==> src/rtl/ctrl_pipe_if.sv <==
// Bundle of the ID-side inputs and the pipelined control outputs of ctrl_pipe.
// pc_bus and exc_vec give the datapath the per-stage PC+2 (for link writes) and the trap target.
interface ctrl_pipe_if #(
  parameter int PC_W  = 16,
  parameter int DEPTH = 3
);
  localparam int CW = 25;

  logic                  id_valid;
  logic [4:0]            id_opcode;
  logic [PC_W-1:0]       id_pc_inc;
  logic                  stall;
  logic                  flush;
  logic                  ex_zflag;
  logic                  ex_sflag;
  logic [DEPTH*CW-1:0]   ctrl_bus;
  logic [DEPTH*PC_W-1:0] pc_bus;
  logic                  redirect;
  logic [1:0]            redirect_src;
  logic [PC_W-1:0]       epc;
  logic [PC_W-1:0]       exc_vec;
  logic                  in_exc;
  logic                  halt_req;
  logic                  halted;

  modport master (
    output id_valid, id_opcode, id_pc_inc, stall, flush, ex_zflag, ex_sflag,
    input  ctrl_bus, pc_bus, redirect, redirect_src, epc, exc_vec, in_exc, halt_req, halted
  );

  modport slave (
    input  id_valid, id_opcode, id_pc_inc, stall, flush, ex_zflag, ex_sflag,
    output ctrl_bus, pc_bus, redirect, redirect_src, epc, exc_vec, in_exc, halt_req, halted
  );
endinterface

==> src/rtl/ctrl_pipe.sv <==
// Pipelined control decoder: decodes the ID opcode, carries the control bundle and PC+2
// through DEPTH stages, resolves control transfers in stage 0 (EX) and tracks EPC/halt.
module ctrl_pipe #(
  parameter int              PC_W    = 16,
  parameter int              DEPTH   = 3,
  parameter logic [PC_W-1:0] EXC_VEC = 16'h0002
) (
  input logic        clk,
  input logic        rst_n,
  ctrl_pipe_if.slave bus
);
  localparam int CW = 25;

  logic [CW-1:0]   st_q [DEPTH];
  logic [CW-1:0]   st_d [DEPTH];
  logic [PC_W-1:0] pc_q [DEPTH];
  logic [PC_W-1:0] pc_d [DEPTH];
  logic [PC_W-1:0] epc_q, epc_d;
  logic            in_exc_q, in_exc_d;
  logic            halted_q, halted_d;

  logic [CW-1:0]   dec;
  logic [4:0]      op;
  logic            load;
  logic            redir;
  logic [1:0]      src;
  logic            taken;
  logic            halt_req;
  logic            v0;

  assign op = bus.id_opcode;
  assign v0 = st_q[0][19];

  always_comb begin
    dec        = '0;
    dec[24:20] = op;
    dec[19]    = 1'b1;
    casez (op)
      5'b000??: begin
        dec[6] = (op[1:0] == 2'b00);
        dec[5] = (op[1:0] == 2'b10);
        dec[4] = (op[1:0] == 2'b11);
      end
      5'b001??: begin
        dec[18]    = op[1];
        dec[17:16] = 2'b10;
        dec[8:7]   = 2'b10;
        dec[11:9]  = op[0] ? 3'b101 : 3'b110;
        dec[3]     = ~op[0];
        dec[2]     = op[0];
      end
      5'b010??, 5'b101??: begin
        dec[18]    = 1'b1;
        dec[17:16] = 2'b11;
        dec[12]    = 1'b1;
        dec[11:9]  = op[1] ? 3'b000 : 3'b100;
      end
      5'b011??: begin
        dec[1]    = 1'b1;
        dec[11:9] = 3'b101;
      end
      5'b10000: begin
        dec[24:20] = 5'b01000;
        dec[15]    = 1'b1;
        dec[14]    = 1'b1;
        dec[12]    = 1'b1;
        dec[11:9]  = 3'b100;
      end
      5'b10001: begin
        dec[24:20] = 5'b01000;
        dec[18]    = 1'b1;
        dec[17:16] = 2'b11;
        dec[15]    = 1'b1;
        dec[13]    = 1'b1;
        dec[12]    = 1'b1;
        dec[11:9]  = 3'b100;
      end
      5'b10011: begin
        dec[24:20] = 5'b01000;
        dec[18]    = 1'b1;
        dec[15]    = 1'b1;
        dec[14]    = 1'b1;
        dec[12]    = 1'b1;
        dec[11:9]  = 3'b100;
      end
      5'b10010, 5'b11000: begin
        dec[18]   = 1'b1;
        dec[12]   = 1'b1;
        dec[11:9] = op[3] ? 3'b101 : 3'b001;
        dec[8:7]  = 2'b01;
      end
      5'b11001, 5'b1101?, 5'b111??: begin
        dec[18]    = 1'b1;
        dec[17:16] = 2'b01;
      end
      default: ;
    endcase
  end

  // Branch condition comes from the opcode's low bits, kept in ALUcntrl for branches.
  always_comb begin
    case (st_q[0][21:20])
      2'b00:   taken = bus.ex_zflag;
      2'b01:   taken = ~bus.ex_zflag;
      2'b10:   taken = bus.ex_sflag;
      default: taken = ~bus.ex_sflag;
    endcase
    redir = v0 & (st_q[0][3] | st_q[0][2] | (st_q[0][1] & taken) | st_q[0][5] | st_q[0][4]);
    src   = 2'b00;
    if (v0 && st_q[0][5])      src = 2'b01;
    else if (v0 && st_q[0][4]) src = 2'b10;
  end

  always_comb begin
    halt_req = 1'b0;
    for (int unsigned k = 0; k < DEPTH; k++) begin
      halt_req = halt_req | (st_q[k][19] & st_q[k][6]);
    end
  end

  // halted also gates the load so nothing new enters once HALT has retired.
  assign load = bus.id_valid & ~bus.stall & ~bus.flush & ~redir & ~halt_req & ~halted_q;

  always_comb begin
    st_d[0] = load ? dec : '0;
    pc_d[0] = load ? bus.id_pc_inc : '0;
    for (int unsigned k = 1; k < DEPTH; k++) begin
      st_d[k] = st_q[k-1];
      pc_d[k] = pc_q[k-1];
    end
    epc_d    = epc_q;
    in_exc_d = in_exc_q;
    if (v0 && st_q[0][5]) begin
      epc_d    = pc_q[0];
      in_exc_d = 1'b1;
    end else if (v0 && st_q[0][4]) begin
      in_exc_d = 1'b0;
    end
    halted_d = halted_q | (st_q[DEPTH-1][19] & st_q[DEPTH-1][6]);
  end

  always_ff @(posedge clk or negedge rst_n) begin
    if (!rst_n) begin
      st_q     <= '{default: '0};
      pc_q     <= '{default: '0};
      epc_q    <= '0;
      in_exc_q <= 1'b0;
      halted_q <= 1'b0;
    end else begin
      st_q     <= st_d;
      pc_q     <= pc_d;
      epc_q    <= epc_d;
      in_exc_q <= in_exc_d;
      halted_q <= halted_d;
    end
  end

  for (genvar g = 0; g < DEPTH; g++) begin : g_flat
    assign bus.ctrl_bus[g*CW +: CW]   = st_q[g];
    assign bus.pc_bus[g*PC_W +: PC_W] = pc_q[g];
  end

  assign bus.redirect     = redir;
  assign bus.redirect_src = src;
  assign bus.epc          = epc_q;
  assign bus.exc_vec      = EXC_VEC;
  assign bus.in_exc       = in_exc_q;
  assign bus.halt_req     = halt_req;
  assign bus.halted       = halted_q;
endmodule

==> src/flat_wrapper.sv <==
// flat-port wrapper written by rule: the top's interface ports become plain ports
module ctrl_pipe_flat 
#(
  parameter int              PC_W    = 16,
  parameter int              DEPTH   = 3,
  parameter logic [PC_W-1:0] EXC_VEC = 16'h0002
)
  (clk, rst_n, bus_id_valid, bus_id_opcode, bus_id_pc_inc, bus_stall, bus_flush, bus_ex_zflag, bus_ex_sflag, bus_ctrl_bus, bus_pc_bus, bus_redirect, bus_redirect_src, bus_epc, bus_exc_vec, bus_in_exc, bus_halt_req, bus_halted);
  ctrl_pipe_if #(.PC_W(PC_W), .DEPTH(DEPTH)) bus_i ();
  input logic clk;
  input logic rst_n;
  input wire logic [$bits(bus_i.id_valid)-1:0] bus_id_valid;
  input wire logic [$bits(bus_i.id_opcode)-1:0] bus_id_opcode;
  input wire logic [$bits(bus_i.id_pc_inc)-1:0] bus_id_pc_inc;
  input wire logic [$bits(bus_i.stall)-1:0] bus_stall;
  input wire logic [$bits(bus_i.flush)-1:0] bus_flush;
  input wire logic [$bits(bus_i.ex_zflag)-1:0] bus_ex_zflag;
  input wire logic [$bits(bus_i.ex_sflag)-1:0] bus_ex_sflag;
  output wire logic [$bits(bus_i.ctrl_bus)-1:0] bus_ctrl_bus;
  output wire logic [$bits(bus_i.pc_bus)-1:0] bus_pc_bus;
  output wire logic [$bits(bus_i.redirect)-1:0] bus_redirect;
  output wire logic [$bits(bus_i.redirect_src)-1:0] bus_redirect_src;
  output wire logic [$bits(bus_i.epc)-1:0] bus_epc;
  output wire logic [$bits(bus_i.exc_vec)-1:0] bus_exc_vec;
  output wire logic [$bits(bus_i.in_exc)-1:0] bus_in_exc;
  output wire logic [$bits(bus_i.halt_req)-1:0] bus_halt_req;
  output wire logic [$bits(bus_i.halted)-1:0] bus_halted;
  assign bus_i.id_valid = bus_id_valid;
  assign bus_i.id_opcode = bus_id_opcode;
  assign bus_i.id_pc_inc = bus_id_pc_inc;
  assign bus_i.stall = bus_stall;
  assign bus_i.flush = bus_flush;
  assign bus_i.ex_zflag = bus_ex_zflag;
  assign bus_i.ex_sflag = bus_ex_sflag;
  assign bus_ctrl_bus = bus_i.ctrl_bus;
  assign bus_pc_bus = bus_i.pc_bus;
  assign bus_redirect = bus_i.redirect;
  assign bus_redirect_src = bus_i.redirect_src;
  assign bus_epc = bus_i.epc;
  assign bus_exc_vec = bus_i.exc_vec;
  assign bus_in_exc = bus_i.in_exc;
  assign bus_halt_req = bus_i.halt_req;
  assign bus_halted = bus_i.halted;
  ctrl_pipe #(.PC_W(PC_W), .DEPTH(DEPTH), .EXC_VEC(EXC_VEC)) u_core (.clk(clk), .rst_n(rst_n), .bus(bus_i));
endmodule
==> config.mk <==
export PLATFORM = sky130hd
export DESIGN_NAME = ctrl_pipe_flat
export DESIGN_NICKNAME = d
export VERILOG_FILES = /design/src/rtl/ctrl_pipe_if.sv /design/src/rtl/ctrl_pipe.sv /design/src/flat_wrapper.sv
export SDC_FILE = /design/constraint.sdc
export NUM_CORES = 1
export LEC_CHECK = 0
export CORE_MARGIN = 10
export CORE_UTILIZATION = 47
export DETAILED_ROUTE_END_ITERATION = 8
export PLACE_DENSITY_LB_ADDON = 0.05
export SETUP_SLACK_MARGIN = 0.1
export SYNTH_ARGS = -nofsm -noshare
export SYNTH_HDL_FRONTEND = slang
export SYNTH_SLANG_ARGS = --single-unit
export TNS_END_PERCENT = 10
==> constraint.sdc <==
create_clock -name clk -period 6.6 [get_ports clk]
set_input_delay 1.98 -clock clk [delete_from_list [all_inputs] [get_ports clk]]
set_output_delay 1.98 -clock clk [all_outputs]
set_load 0.01 [all_outputs]
==> impl.org, run 1 <==
** Timing
- The number of pins exceeding their max-slew limit in the final report came to 0.
- Setup repair after global routing missed its margin :: no
- For the pin with the worst max-slew slack, the measured transition is 0.822 ns.
- Post-layout minimum cycle time :: 5.58 ns
- The total count of hold-check failures in the final report came to 0.
- Worst slew slack as a fraction of its limit :: 45.0%
- Adding up every negative setup slack in the final design gives 0 ns.
- Fin Clk Skew :: 0.00442 ns
- Derived from the worst setup path, the maximum achievable clock frequency is 179 MHz.
- Number of endpoints failing setup at the final stage :: 0
- The final critical path takes up 84.5% of the cycle.
- Setup slack on the critical path of the routed design comes to 1.02 ns.

** Clocking
- TritonCTS clock tree :: done
- The number of gates resized after CTS was 0.
- The clock passes through at most 2 buffers.
- The later pin in the worst-skew pair is clocked with a latency of 0.51 ns.
- The H-tree was split into 4 levels.
- Buffers added to address setup during post-CTS repair amount to 0.
- Clock transition at the register clock pins on the worst setup and hold paths after CTS :: 0.06 ns
- After clock tree synthesis, the flow added hold-fix buffers numbering 0.
- Clock root cell :: clkbuf_8
- Number of sinks driven by the clock tree :: 138
- The number of clock buffers added by TritonCTS is 17.

** Logic synthesis
- Most common flop cell mapped by yosys :: dfrtp_1
- The largest total area in the synthesized netlist belongs to dfrtp_1.
- After technology mapping, the gate count stands at 362.
- Sequential area share after synthesis :: 68.7%
- Number of flops mapped to enable cells by yosys :: 0
- Yosys printed 0 warnings.
- Post-synth top area share :: 68.7%
- After synthesis, the netlist uses 37 different library cells.
- Yosys attributes the largest share of cell area to dfrtp_1 69%, buf_4 15%, mux2_2 3.8%.
- The average instance in the mapped netlist occupies 13.9 um^2.
- Proportion of synthesized flip-flops having asynchronous set or reset :: 100%
- In this run the cell area of the synthesized design comes to 5030 um^2.
- The synthesized design contains 138 register bits.

** Floorplanning
- Measured along the x axis, the die boundary spans 123 um.
- The initial utilization of the core area, before any placement, comes to 48.5%.
- The core region is 10400 um^2.
- Row generation in the floorplan step produced 37 rows.
- Area enclosed by the die boundary :: 15200 um^2
- Pin placement for this block handled 189 I/O pins.
- In this run the vertical extent of the chip is 123 um.

** Hold path
- Instance count along the most critical hold path :: 0
- The worst hold path belongs to the class reg -> reg.

** Finish
- NumNets Final :: 486
- Leaving out fill and tap cells, the most frequent cell in the layout is clkdlybuf4s50_1.
- Syn-to-layout area delta :: 34.3%
- In the layout the commonest cells are 168 x clkdlybuf4s50_1, 138 x dfrtp_1, 19 x conb_1.
- In the final layout, the share of cells above drive strength 1 is 13.2%.
- Cells fill 65.1% of the core in the end.
- ANT cells :: 0
- After routing the design area is 6750 um^2.

** Placement
- Once placement finished, the instance area stood at 6160 um^2.
- The congestion estimate from routability-driven global placement came to 0.822.
- At the placement stage, the worst setup path has a slack of 0.972 ns.
- Buffers placed on the I/O ports in this run total 169.
- Once detailed placement completed, the half-perimeter wirelength came to 8340 um.

** Worst setup path
- Worst endpoint data arrival time :: 3.60 ns
- Capture point of the critical path :: bus_redirect
- The worst register-to-register path has a depth of 4.
- Category of the critical setup timing path :: in -> out
- STA puts the critical path data required time at 4.62 ns.
- In this run the critical register-to-register path is launched from u_core.bus.ctrl_bus[19].
- Destination of the worst register-to-register timing path :: u_core.bus.ctrl_bus[7]
- Register-to-register path setup slack :: 4.18 ns
- STA classifies the critical path startpoint as a primary input.
- The critical path starts at bus_ex_zflag.
- In this run the worst path has a maximum fanout of 2.
- CP Capture Type :: output port

** Drt
- Number of DRC markers in iteration 0 :: 135
- For this run, design rule violations remaining after detail routing come to 0.
- Router iterations before antenna repair :: 4
- Routed via count :: 2781
- Total wirelength of the detailed-routed design :: 11100 um
- Count of nets left with antenna violations after detail routing :: 0
- After detailed routing, the average wire length per cell comes to 18.3 um.
- Average via count per standard cell :: 4.58

** Power and ir drop
- Worst supply voltage drop on vdd :: 0.144 mV
- PnR Total Power :: 1.90 mW
- Dividing total power by cell area gives a power density of 281 nW/um^2.
- In this run the static leakage power is 3.23 nW.

** Global route
- The initial antenna violation count came to 0.
- The number of global-route vias before repair is 2970.
- Pin count of the biggest net entering global routing :: 86
- The first global-routing pass estimated 16400 um of wire.
- Global routing used 14.5% of the available tracks across all layers.
- Summed over all layers, the global routing overflow is 0.

** Job
- Across the run, the number of max-cap violations was 0.

** Outcome
- Outcome :: completed
==> where the power goes <==
part	leakage, nW	total, mW	switching, mW	internal [mW]
Clock	0.277	0.923	0.348	0.575
Sequential	1.91	0.870	0.00829	0.862
Combinational	1.05	0.102	0.0542	0.0478
==> cells in the mapped netlist (2+ instances only) <==
| cell type | number |
|---|---|
| inv_1 | 6 |
| a211oi_1 | 2 |
| buf_2 | 2 |
| clkbuf_1 | 6 |
| nor4_1 | 6 |
| conb_1 | 2 |
| dfrtp_1 | 138 |
| nor3_1 | 5 |
| a21oi_1 | 2 |
| nand3_1 | 5 |
| nor2_1 | 13 |
| and3_1 | 17 |
| buf_4 | 101 |
| o21ai_0 | 7 |
| nand2_1 | 10 |
| nor3_2 | 3 |
| mux2_2 | 17 |
==> critical path, cell delays in order <==
cell and delay (ns):
clkdlybuf4s50_1 0.40, mux2i_1 0.18, mux2_2 0.38, nand2_1 0.09, clkdlybuf4s50_1 0.57
==> metrics by stage <==
stage / cells / hold WS (ns)
3_5_place_dp: 575 / 0.358
2_1_floorplan: 379 / 0.355
5_1_grt: 607 / 0.378
3_3_place_gp: 575 / 0.355
4_1_cts: 607 / 0.372
6_report: 607 / 0.370
==> cell families (layout without fill, tap and decap cells) <==
logic type,count (synthesis),in the layout,synth area share (%)
flip-flops,138,138,68.7
multiplexers,18,18,4.01
other,2,19,0.149
buffers and inverters,117,209,16.5
AO/OA/AOI/OAI,19,19,2.74
AND/OR/NAND/NOR,67,67,7.79
XOR/XNOR,1,1,0.174
==> sequential cells by signal (all words and copies together) (netlist names) <==
signal               flops
u_core.bus.epc          16
u_core.bus.halted        1
u_core.bus.pc_bus       48
u_core.bus.in_exc        1
u_core.bus.ctrl_bus     72
==> per-layer routing <==
| layer | vias up | wire length, um | global-route usage (%) |
|---|---|---|---|
| met4 | 0 | 150 | 5.90 |
| met5 | - | 0 | 0 |
| li1 | 1266 | - | - |
| met1 | 1395 | 4190 | 15.4 |
| met2 | 108 | 5800 | 24.7 |
| met3 | 12 | 993 | 6.56 |
==> final cells by class <==
class | instances | area [um^2]
repair buffers | 171 | 1710
inverters | 6 | 22.5
fillers | 771 | 3620
clock inverters | 15 | 174
flip-flops and latches | 138 | 3450
multi-input cells | 124 | 811
clock buffers | 17 | 414
well taps | 136 | 170
==> worst min path at each step <==
stage	slack, ns	endpoint	startpoint
after floorplan	0.35	u_core.bus.ctrl_bus[32]	u_core.bus.ctrl_bus[7]
final	0.37	u_core.bus.pc_bus[40]	u_core.bus.pc_bus[24]
after global placement	0.35	u_core.bus.pc_bus[46]	u_core.bus.pc_bus[30]
after CTS	0.37	u_core.bus.ctrl_bus[72]	u_core.bus.ctrl_bus[47]
after global routing	0.38	u_core.bus.pc_bus[33]	u_core.bus.pc_bus[17]
after detailed placement	0.36	u_core.bus.ctrl_bus[72]	u_core.bus.ctrl_bus[47]
Note: power is estimated with default switching activity, not from simulation.
==> run 2: changes to the inputs <==
--- a/config.mk
+++ b/config.mk
@@ -6,7 +6,7 @@
 export NUM_CORES = 1
 export LEC_CHECK = 0
 export CORE_MARGIN = 10
-export CORE_UTILIZATION = 47
+export CORE_UTILIZATION = 44
 export DETAILED_ROUTE_END_ITERATION = 8
 export PLACE_DENSITY_LB_ADDON = 0.05
 export SETUP_SLACK_MARGIN = 0.1
==> constraint.sdc (replaced) <==
create_clock -name clk -period 5.41 [get_ports clk]
set_input_delay 1.623 -clock clk [delete_from_list [all_inputs] [get_ports clk]]
set_output_delay 1.623 -clock clk [all_outputs]
set_load 0.01 [all_outputs]
==> impl.org, run 2 (same netlist as run 1, synthesis figures left out) <==
** Worst setup path
- Critical path peak fanout :: 2 (unchanged)
- The most numerous cell type found on the critical path is clkdlybuf4s50_1.
- Req. time, crit path :: 3.79 ns (-0.83 ns)
- The signal on the critical path passes through clkdlybuf4s50_1, mux2i_1, mux2_2, nand2_1, clkdlybuf4s50_1.
- Destination of the worst register-to-register timing path :: u_core.bus.ctrl_bus[10]
- The startpoint identified for the worst register-to-register timing path is u_core.bus.ctrl_bus[19].
- The critical path is of the in -> out type.
- Startpoint type of the worst setup path :: primary input
- The setup slack on the worst flop-to-flop path was 2.95 ns (-1.23 ns).
- The largest individual stage delay along the critical path comes from the cell clkdlybuf4s50_1.
- Critical path buffers and inverters :: 2 (unchanged)
- The depth of the most critical reg-to-reg path is 4 (unchanged).
- Worst endpoint data arrival time :: 3.26 ns (-0.34 ns)
- CP Capture Type :: output port
- Stage delay of the slowest cell on the critical path :: 0.57 ns (about the same)
- Critical path's top delay family :: buffers and inverters

** Finish
- The fraction of layout instances using a drive strength above 1 is 13.1% (-0.056 points).
- The number of diodes added for antenna fixing was 0 (unchanged).
- Commonest cells after routing, fill and taps aside :: 168 x clkdlybuf4s50_1, 138 x dfrtp_1, 19 x conb_1
- The number of flip-flops under the largest register name was 72 (unchanged).
- The number of nets in the layout was 488 (+0.41%).
- Most frequent standard cell in the layout excluding fill and tap cells :: clkdlybuf4s50_1
- From synthesis to final layout, the design area changed by 36.0%.

** Power and ir drop
- Worst supply voltage drop on vdd :: 0.181 mV (+26%)
- Switching fraction of total power :: 20.0% (-1.7 points)
- The power share of the combinational group is 5.1% (-0.3 points).
- The power per standard cell area was 357 nW/um^2 (+27%).
- The leakage power total came to 3.28 nW (+1.4%).
- Clock power frac :: 51.4% (+2.7 points)
- PnR Total Power :: 2.44 mW (+29%)
- Switching Power :: 488 uW (+19%)
- The cell internal power dissipation came to 1.95 mW (+32%).
- The portion of total power attributed to sequential cells was 43.5% (-2.4 points).

** Clocking
- Number of buffers created by CTS :: 17 (unchanged)
- Post-CTS resize count :: 0 (unchanged)
- Clock root cell :: clkbuf_16
- TritonCTS built the clock tree.
- The clock-pin slew on the worst setup and hold paths was 0.05 ns (about the same).
- The maximum buffer depth of the clock tree was 2 (unchanged).
- The TritonCTS sink count was 138 (unchanged).
- The maximum level of the CTS H-tree is 4 (unchanged).
- The count of hold buffers inserted by post-cts repair was 0 (unchanged).
- The number of post-CTS setup repair buffers came to 0 (unchanged).
- The later-pin clock latency in the skew report is 0.40 ns (-0.11 ns).

** Placement
- The detailed placement HPWL is 8550 um (+2.5%).
- Count of input and output buffers :: 169 (unchanged)
- The last weighted congestion value of the routability-driven placer is 0.754 (-8.2%).

** Floorplanning
- Core area :: 11000 um^2 (+6.4%)
- The die outline width was 127 um (+2.8%).
- Initial cell density of the core :: 45.6% (-2.9 points)
- Die H :: 127 um (+2.8%)
- Area enclosed by the die boundary :: 16100 um^2 (+5.7%)
- Top Ports :: 189 (unchanged)
- The site row count was 38 (+2.7%).

** Drt
- The detailed-routing iteration count for the pre-antenna-repair pass was 4 (unchanged).
- DRC violations left :: 0 (unchanged)
- The mean number of vias per cell came to 4.58 (-0.12%).
- The overall via count from detail_route is 2805 (+0.86%).
- The DRC marker count from the first detailed-route iteration is 142 (+5.2%).
- Total wirelength of the detailed-routed design :: 11300 um (+1.8%)
- Mean routed wirelength per cell :: 18.5 um (+0.82%)
- Count of nets left with antenna violations after detail routing :: 0 (unchanged)

** Timing
- Fin Clk Skew :: 0.00735 ns (+0.00292 ns)
- Number of slew-limit violations in the final report :: 0 (unchanged)
- Subtracting the final worst setup slack from the clock period gives 4.88 ns.
- Post-route setup TNS :: 0 ns (unchanged)
- In the finished design, the share of the clock period the worst path needs comes to 90.2%.
- The total count of hold-check failures in the final report is 0 (unchanged).
- Actual slew at the worst max-slew pin :: 0.718 ns (-0.105 ns)
- Worst slew slack as a fraction of its limit :: 52.1% (+7.1 points)
- Number of endpoints failing setup at the final stage :: 0 (unchanged)
- Top achievable clock speed :: 205 MHz
- Setup repair after global routing left no endpoint under its margin.

** Global route
- Vias in the first global route :: 3151 (+6.1%)
- The initial antenna violation count is 0 (unchanged).
- Met2 track utilization from global routing :: 23.5% (-1.2 points)
- The met3 layer usage reported by global route was 7.12% (+0.56 points).
- Global-route wire length before repair :: 17800 um (+8.4%)
- The global routing stage identified its most utilized layer as met2.
- GRT Util Overall :: 14.4% (-0.11 points)
- The maximum number of pins on one net before global-route repair came to 56 (-35%).
- The met1 usage is 15.8% (+0.46 points).
- GRT overflow :: 0 (unchanged)

** Hold path
- The number of cells traversed by the worst hold path is 0 (unchanged).
- Worst hold path type :: reg -> reg
- Beginning of the worst hold path :: u_core.bus.ctrl_bus[14]
- The worst hold path terminates at u_core.bus.ctrl_bus[39].

** Job
- # Max-Cap Violations :: 0 (unchanged)

** Outcome
- Outcome :: completed
[run 2: cell count changes in the layout (fill, tap and decap cells not counted), moves of 2 or more]
cell        before  now
clkinvlp_4       5    2
inv_6            3    0
buf_4            2    4
bufinv_16        3    5
clkbuf_1         0    2
clkinv_2         4    2
clkinv_4         0    2
[run 2: per-stage QoR]
stage / utilization (%) / cells / setup slack [ns] / cell area [um^2] / hold WS (ns)
2_1_floorplan: - / 379 / 1.23 / 5090 / 0.355
3_3_place_gp: 56.1 / 581 / 0.456 / 6180 / 0.357
3_5_place_dp: 56.1 / 581 / 0.454 / 6180 / 0.358
4_1_cts: 62.0 / 613 / 0.460 / 6840 / 0.371
5_1_grt: 62.0 / 613 / 0.445 / 6840 / 0.378
6_report: 62.0 / 613 / 0.529 / 6840 / 0.369
[run 2: power by group through the flow]
stage / Sequential, mW / Combinational [mW] / Clock, mW
final: 1.06 / 0.125 / 1.25
after global routing: 1.06 / 0.137 / 1.33
after CTS: 1.06 / 0.128 / 1.29
after detailed placement: 1.08 / 0.128 / 0
after global placement: 1.08 / 0.127 / 0
after floorplan: 1.08 / 0.0645 / 0
[run 2: worst max path at each step]
stage / startpoint / cells past startpoint / to
6_report: bus_ex_sflag / 5 / bus_redirect
3_3_place_gp: bus_ex_sflag / 5 / bus_redirect
2_1_floorplan: bus_ex_sflag / 5 / bus_redirect
5_1_grt: bus_ex_sflag / 5 / bus_redirect
3_5_place_dp: bus_ex_sflag / 5 / bus_redirect
4_1_cts: bus_ex_sflag / 5 / bus_redirect
[run 2: final cells by class]
type	instances	area, um^2
fill	868	4190
sequential	138	3450
clock inverter	11	193
timing repair buffer	173	1720
multi-input combinational	124	811
inverter	6	22.5
clock buffer	21	460
tap	140	175
[run 2: layer usage]
metal  share of wire (%)  vias to the layer above  wire length (um)
li1                    -                     1278                 -
met3                 9.4                        8              1060
met1                  39                     1395              4380
met5                   0                        -                 0
met2                  51                      124              5790
met4                0.81                        0                92
==> run 3: changes to the inputs <==
--- a/config.mk
+++ b/config.mk
@@ -8,8 +8,10 @@
 export CORE_MARGIN = 10
 export CORE_UTILIZATION = 44
 export DETAILED_ROUTE_END_ITERATION = 8
+export HOLD_SLACK_MARGIN = 0.12
 export PLACE_DENSITY_LB_ADDON = 0.05
 export SETUP_SLACK_MARGIN = 0.1
+export SKIP_CTS_REPAIR_TIMING = 1
 export SYNTH_ARGS = -nofsm -noshare
 export SYNTH_HDL_FRONTEND = slang
 export SYNTH_SLANG_ARGS = --single-unit
==> results of run 3 <==
The final DEF is identical to that of run 2; final timing and power are the same.
